$ cat src/rtl/thor_pkg.sv
// thor_pkg: shared register-file constants and the r0 address test
package thor_pkg;
  localparam int WID = 64;
  localparam int REG_AW = 8;
  function automatic logic is_r0(input logic [REG_AW-1:0] a);
    return a[5:0] == 6'd0;
  endfunction
endpackage

$ cat src/rtl/thor_regfile_wb_if.sv
// thor_regfile_wb_if: result push, queue control and register-file write bundle
interface thor_regfile_wb_if #(
  parameter int WID = thor_pkg::WID,
  parameter int DEPTH = 8
);
  import thor_pkg::*;
  localparam int CW = $clog2(DEPTH) + 1;
  logic flush;
  logic stall;
  logic in0_v;
  logic in1_v;
  logic [REG_AW-1:0] in0_a;
  logic [REG_AW-1:0] in1_a;
  logic [WID-1:0] in0_d;
  logic [WID-1:0] in1_d;
  logic in_rdy;
  logic wr0;
  logic wr1;
  logic [REG_AW-1:0] wa0;
  logic [REG_AW-1:0] wa1;
  logic [WID-1:0] i0;
  logic [WID-1:0] i1;
  logic [CW-1:0] count;
  modport master (
    output flush, stall, in0_v, in1_v, in0_a, in1_a, in0_d, in1_d,
    input in_rdy, wr0, wr1, wa0, wa1, i0, i1, count
  );
  modport slave (
    input flush, stall, in0_v, in1_v, in0_a, in1_a, in0_d, in1_d,
    output in_rdy, wr0, wr1, wa0, wa1, i0, i1, count
  );
endinterface

$ cat src/rtl/thor_wb_fifo.sv
// thor_wb_fifo: 2-push/2-pop circular queue of (address, data) results
module thor_wb_fifo
  import thor_pkg::*;
#(
  parameter int WID = thor_pkg::WID,
  parameter int DEPTH = 8,
  localparam int PW = $clog2(DEPTH),
  localparam int CW = PW + 1
) (
  input  logic clk,
  input  logic rst_n,
  input  logic flush,
  input  logic stall,
  input  logic in0_v,
  input  logic in1_v,
  input  logic [REG_AW-1:0] in0_a,
  input  logic [REG_AW-1:0] in1_a,
  input  logic [WID-1:0] in0_d,
  input  logic [WID-1:0] in1_d,
  output logic in_rdy,
  output logic [1:0] npop,
  output logic [REG_AW-1:0] h0_a,
  output logic [REG_AW-1:0] h1_a,
  output logic [WID-1:0] h0_d,
  output logic [WID-1:0] h1_d,
  output logic [CW-1:0] count
);
  logic [REG_AW-1:0] mem_a [DEPTH];
  logic [WID-1:0] mem_d [DEPTH];
  logic [PW-1:0] rptr;
  logic [PW-1:0] wptr;
  logic [1:0] npush;
  logic [REG_AW-1:0] e0_a;
  logic [WID-1:0] e0_d;
  assign in_rdy = (CW'(DEPTH) - count) >= CW'(2);
  assign npush = in_rdy ? {1'b0, in0_v} + {1'b0, in1_v} : 2'd0;
  assign npop = stall ? 2'd0 : (count >= CW'(2) ? 2'd2 : count[1:0]);
  assign e0_a = in0_v ? in0_a : in1_a;
  assign e0_d = in0_v ? in0_d : in1_d;
  assign h0_a = mem_a[rptr];
  assign h0_d = mem_d[rptr];
  assign h1_a = mem_a[rptr + PW'(1)];
  assign h1_d = mem_d[rptr + PW'(1)];
  // entry storage; a lone in1 takes the in0 slot
  always_ff @(posedge clk) begin
    if (rst_n && !flush && npush != 2'd0) begin
      mem_a[wptr] <= e0_a;
      mem_d[wptr] <= e0_d;
    end
    if (rst_n && !flush && npush == 2'd2) begin
      mem_a[wptr + PW'(1)] <= in1_a;
      mem_d[wptr + PW'(1)] <= in1_d;
    end
  end
  // occupancy and pointers; pop uses registered count so fresh pushes wait an edge
  always_ff @(posedge clk) begin
    if (!rst_n || flush) begin
      count <= '0;
      rptr <= '0;
      wptr <= '0;
    end else begin
      count <= count + CW'(npush) - CW'(npop);
      wptr <= wptr + PW'(npush);
      rptr <= rptr + PW'(npop);
    end
  end
endmodule

$ cat src/rtl/thor_regfile_wb.sv
// thor_regfile_wb: queues completed results and drains them as dual register-file writes
module thor_regfile_wb
  import thor_pkg::*;
#(
  parameter int WID = thor_pkg::WID,
  parameter int DEPTH = 8
) (
  input logic clk,
  input logic rst_n,
  thor_regfile_wb_if.slave bus
);
  localparam int CW = $clog2(DEPTH) + 1;
  logic [1:0] npop;
  logic [REG_AW-1:0] h0_a;
  logic [REG_AW-1:0] h1_a;
  logic [WID-1:0] h0_d;
  logic [WID-1:0] h1_d;
  logic in_rdy;
  logic [CW-1:0] count;
  thor_wb_fifo #(.WID(WID), .DEPTH(DEPTH)) u_fifo (
    .clk(clk), .rst_n(rst_n), .flush(bus.flush), .stall(bus.stall),
    .in0_v(bus.in0_v), .in1_v(bus.in1_v), .in0_a(bus.in0_a), .in1_a(bus.in1_a),
    .in0_d(bus.in0_d), .in1_d(bus.in1_d), .in_rdy(in_rdy), .npop(npop),
    .h0_a(h0_a), .h1_a(h1_a), .h0_d(h0_d), .h1_d(h1_d), .count(count)
  );
  assign bus.in_rdy = in_rdy;
  assign bus.count = count;
  // register popped entries; r0 writes are suppressed, same-address pairs both write so port 1 wins
  always_ff @(posedge clk) begin
    if (!rst_n) begin
      bus.wr0 <= 1'b0;
      bus.wr1 <= 1'b0;
      bus.wa0 <= '0;
      bus.wa1 <= '0;
      bus.i0 <= '0;
      bus.i1 <= '0;
    end else if (bus.flush) begin
      bus.wr0 <= 1'b0;
      bus.wr1 <= 1'b0;
    end else begin
      bus.wr0 <= npop != 2'd0 && !is_r0(h0_a);
      bus.wr1 <= npop == 2'd2 && !is_r0(h1_a);
      if (npop != 2'd0) begin
        bus.wa0 <= h0_a;
        bus.i0 <= h0_d;
      end
      if (npop == 2'd2) begin
        bus.wa1 <= h1_a;
        bus.i1 <= h1_d;
      end
    end
  end
endmodule

$ cat src/flat_wrapper.sv
// flat-port wrapper written by rule: the top's interface ports become plain ports
module thor_regfile_wb_flat import thor_pkg::*;
#(
  parameter int WID = thor_pkg::WID,
  parameter int DEPTH = 8
)
  (clk, rst_n, bus_flush, bus_stall, bus_in0_v, bus_in1_v, bus_in0_a, bus_in1_a, bus_in0_d, bus_in1_d, bus_in_rdy, bus_wr0, bus_wr1, bus_wa0, bus_wa1, bus_i0, bus_i1, bus_count);
  thor_regfile_wb_if #(.WID(WID), .DEPTH(DEPTH)) bus_i ();
  input logic clk;
  input logic rst_n;
  input wire logic [$bits(bus_i.flush)-1:0] bus_flush;
  input wire logic [$bits(bus_i.stall)-1:0] bus_stall;
  input wire logic [$bits(bus_i.in0_v)-1:0] bus_in0_v;
  input wire logic [$bits(bus_i.in1_v)-1:0] bus_in1_v;
  input wire logic [$bits(bus_i.in0_a)-1:0] bus_in0_a;
  input wire logic [$bits(bus_i.in1_a)-1:0] bus_in1_a;
  input wire logic [$bits(bus_i.in0_d)-1:0] bus_in0_d;
  input wire logic [$bits(bus_i.in1_d)-1:0] bus_in1_d;
  output wire logic [$bits(bus_i.in_rdy)-1:0] bus_in_rdy;
  output wire logic [$bits(bus_i.wr0)-1:0] bus_wr0;
  output wire logic [$bits(bus_i.wr1)-1:0] bus_wr1;
  output wire logic [$bits(bus_i.wa0)-1:0] bus_wa0;
  output wire logic [$bits(bus_i.wa1)-1:0] bus_wa1;
  output wire logic [$bits(bus_i.i0)-1:0] bus_i0;
  output wire logic [$bits(bus_i.i1)-1:0] bus_i1;
  output wire logic [$bits(bus_i.count)-1:0] bus_count;
  assign bus_i.flush = bus_flush;
  assign bus_i.stall = bus_stall;
  assign bus_i.in0_v = bus_in0_v;
  assign bus_i.in1_v = bus_in1_v;
  assign bus_i.in0_a = bus_in0_a;
  assign bus_i.in1_a = bus_in1_a;
  assign bus_i.in0_d = bus_in0_d;
  assign bus_i.in1_d = bus_in1_d;
  assign bus_in_rdy = bus_i.in_rdy;
  assign bus_wr0 = bus_i.wr0;
  assign bus_wr1 = bus_i.wr1;
  assign bus_wa0 = bus_i.wa0;
  assign bus_wa1 = bus_i.wa1;
  assign bus_i0 = bus_i.i0;
  assign bus_i1 = bus_i.i1;
  assign bus_count = bus_i.count;
  thor_regfile_wb #(.WID(WID), .DEPTH(DEPTH)) u_core (.clk(clk), .rst_n(rst_n), .bus(bus_i));
endmodule
$ cat config.mk
export PLATFORM = sky130hd
export DESIGN_NAME = thor_regfile_wb_flat
export DESIGN_NICKNAME = d
export VERILOG_FILES = /design/src/rtl/thor_pkg.sv /design/src/rtl/thor_regfile_wb_if.sv /design/src/rtl/thor_wb_fifo.sv /design/src/rtl/thor_regfile_wb.sv /design/src/flat_wrapper.sv
export SDC_FILE = /design/constraint.sdc
export NUM_CORES = 2
export LEC_CHECK = 0
export ABC_AREA = 1
export CORE_ASPECT_RATIO = 0.9
export CORE_UTILIZATION = 55
export CTS_CLUSTER_SIZE = 24
export DETAILED_ROUTE_END_ITERATION = 10
export PLACE_DENSITY = 0.75
export REMOVE_ABC_BUFFERS = 1
export SLEW_MARGIN = 15
export SYNTH_ARGS = -nofsm -noshare
export SYNTH_HDL_FRONTEND = slang
export SYNTH_HIERARCHICAL = 1
export SYNTH_SLANG_ARGS = --single-unit
$ cat constraint.sdc
create_clock -name clk -period 11.6 [get_ports clk]
set_input_delay 3.48 -clock clk [delete_from_list [all_inputs] [get_ports clk]]
set_output_delay 3.48 -clock clk [all_outputs]
set_load 0.05 [all_outputs]
==> metrics.txt <==
# Post-CTS Setup Buffers=0; CTS root buf=clkbuf_16; endpoint class of the critical path=register; Final Core Density=0.6277; relative max-transition margin=0.07115; final worst setup slack=approximately 4.0 ns; Reg clk slew, reported paths=about 0.060 ns; initial drt markers=about 5,700; critical path required time=about 12 ns; drt drc=0; Most Used Layer, Global Route=met2; Initial DRT Pass Iterations=7; launching point of the worst reg2reg path=u_core/u_fifo/count[1]; CP max stage delay=approximately 0.99 ns; post-CTS sizing=0; antenna violations before repair=1; CTS buffer count=80; Routed wire per std cell=20.58 um; H-tree levels=3; Worst path most repeated cell=buf_4; # Max-Cap Violations=0; full die area=between 70,000 and 80,000 um2; worst-margin pin slew=1.393 ns; Hold Crit Class=register to register; status=complete, no violations; Vert. Die Dim=roughly 270 um; clk buf depth=3; post-synthesis cell type count=31; final wirelength=approximately 140,000 um; CTS tree=done; Num Clock Sinks=~730; Sum Neg Setup Slack=0 ns; sequential fraction of the synthesis area=0.4751; GR Overflow Total=0; Rows=96; arrival time at the worst endpoint=slightly below 8 ns; pin count of the biggest net entering global routing=309; Cell Area, Synth=around 43,000 um2; routing usage on met3=0.07842; Buffers on Ports=300; Syn Area/Cell=~7.3 um2; Placed Instances=6,806; Place WS=around 3.5 ns; slowest stage cell, crit path=nand4_4; Post-CTS Hold Buffers=0; # diodes=0; Final Wtd Congestion=~0.84; multiplexer share of the synthesized area=0.01887; vias in the first global route=~37,000; Core ar.=around 77,000 um2; hold path startpoint=u_core/bus.i0[56]; Cell Pwr Density=~180 nW/um2; final setup fails=0; nets=between 6,000 and 7,000; Placed Area=between 40,000 and 50,000 um2; final max-slew violation count=0; Post-Synth Adder-Cell Area=0.005648; global-route wire length before repair=~210,000 um; Synth Area in Simple Gates=0.2845; GR met1 Demand/Resource=0.4771; leak pwr=~21 nW; non-filler cells in the finished layout=approximately 7,000; RSZ-0062 raised after global routing=false; multi-input logic area=roughly 19,000 um2; Die X=approximately 300 um; XOR/XNOR share of the synthesized area=0.0008152; filler instances=around 6,600; VDD IR max=0.0002854 V; flops & latches, synth=732; period utilisation layout=0.6514; largest family of logic cells by synthesized area=simple AND/OR/NAND/NOR gates; overall power=approximately 8.4 mW; hold_ws=0.4785 ns; Compound-Gate Fraction of Synth Area=0.1305; worst skew pair latency=~0.64 ns; drt via density=between 5 and 6; Final Hold Viols=0; design area=48,180 um2; synth-to-layout area growth=12.11%; Period minus WS final=7.556 ns; GR Layer Usage met2=0.5531; post-synthesis cell count=5,891; critical-path cell list=buf_4, ha_1, nand4_4, o21ai_4, buf_4, buf_4; CP Launch Type=input port; Initial Util=0.5599; Total Routing Usage GR=0.3546; Final Skew=roughly 0.025 ns; Ys Warns=6; f_max=roughly 130 MHz; CP Max Fanout=39; Register Area=approximately 20,000 um2; DR vias=around 40,000; share of layout cells above drive strength 1=0.04825; Worst Setup SP=bus_in0_v; Post-DP HPWL=about 75,000 um; Post-DRT Antenna Nets=0; Setup CP Type=input port to register; I/O pin total=approximately 300
## critical path, delay by kind of cell
kind | cells | cell delay (ns)
buffers and inverters | 3 | 1.74
and+or+nand+nor | 1 | 0.99
AOI/OAI and AO/OA | 1 | 0.74
adders and majority gates | 1 | 0.80
## placed cells by master (no fill, tap or decap), types with 3 or more instances in the layout
cell,count
ha_1,12
clkbuf_8,7
a21oi_1,297
o21ai_0,685
o21ai_4,8
clkinv_2,14
clkdlybuf4s50_1,298
clkinv_1,6
nand3_1,88
edfxtp_1,576
o21a_1,7
bufinv_16,3
o21ai_1,29
nand4_4,6
mux2_2,72
buf_4,54
nor2_8,9
fa_1,4
nand2_1,2225
inv_1,326
clkbuf_1,29
nor2_1,827
clkbuf_16,87
dfxtp_1,153
buf_12,3
dfxtp_4,3
a31oi_1,72
## final timing paths
| check | to | slack (ns) | depth (start not counted) |
|---|---|---|---|
| worst min register to register | u_core/bus.i0[56] | 0.48 | 2 |
| worst min-delay path | u_core/bus.i0[56] | 0.48 | 2 |
| worst max register to register | u_core/u_fifo/mem_a[7][7] | 6.98 | 9 |
| worst max-delay path | u_core/u_fifo/mem_a[7][7] | 4.04 | 6 |
## logic make-up after synthesis
logic type | count (synthesis)
AO/OA/AOI/OAI | 1099
XOR/XNOR | 4
adder cells (fa/ha/maj) | 17
buffers and inverters | 802
flip-flops | 732
multiplexers | 72
AND/OR/NAND/NOR | 3165
## area by class of cell
cell class | instances | area share
clock buffers | 123 | 0.04944
clock inverters | 26 | 0.004389
inverters | 332 | 0.02612
multi-input cells | 4357 | 0.3969
flip-flops and latches | 732 | 0.4240
well taps | 1029 | 0.02672
repair buffers | 357 | 0.07237
## sequential cells by signal, indices dropped and copies added, names as in the netlist
signal,cells
u_core/u_fifo/mem_d,512
u_core/bus.i0,64
u_core/bus.i1,64
u_core/u_fifo/mem_a,64
u_core/bus.wa0,8
u_core/bus.wa1,8
u_core/u_fifo/count,4
u_core/u_fifo/rptr,3
u_core/u_fifo/wptr,3
u_core/bus.wr0,1
u_core/bus.wr1,1
## layer usage
| layer | wire (um) | part of all wire |
|---|---|---|
| met5 | 13 | 0.000091 |
| met4 | 5832 | 0.041 |
| met3 | 20550 | 0.14 |
| met2 | 63650 | 0.44 |
| met1 | 53130 | 0.37 |
## cells in the mapped netlist (all sizes together)
cell type  number  share of area
nand2        2226           0.19
nor2          838          0.077
o21ai         722          0.084
edfxtp        576           0.40
inv           332          0.029
a21oi         297          0.035
clkbuf        237          0.021
buf           233          0.035
dfxtp         156          0.073
nand3          91          0.011
a31oi          72          0.010
mux2           72          0.019
ha             13         0.0038
nand4           8         0.0020
o21a            7         0.0012
fa              4         0.0019
xor2            3        0.00061
nor4            1        0.00015
o211ai          1        0.00017
or2             1        0.00015
xnor2           1        0.00020
## report_power, final
group,total [mW],internal (mW),leakage [nW],switching [mW]
logic,2.70,0.831,13.0,1.87
registers,3.19,3.07,6.47,0.119
clock network,2.56,1.48,1.27,1.07
total,8.45,5.39,20.7,3.06
(Power assumes the default switching activity.)
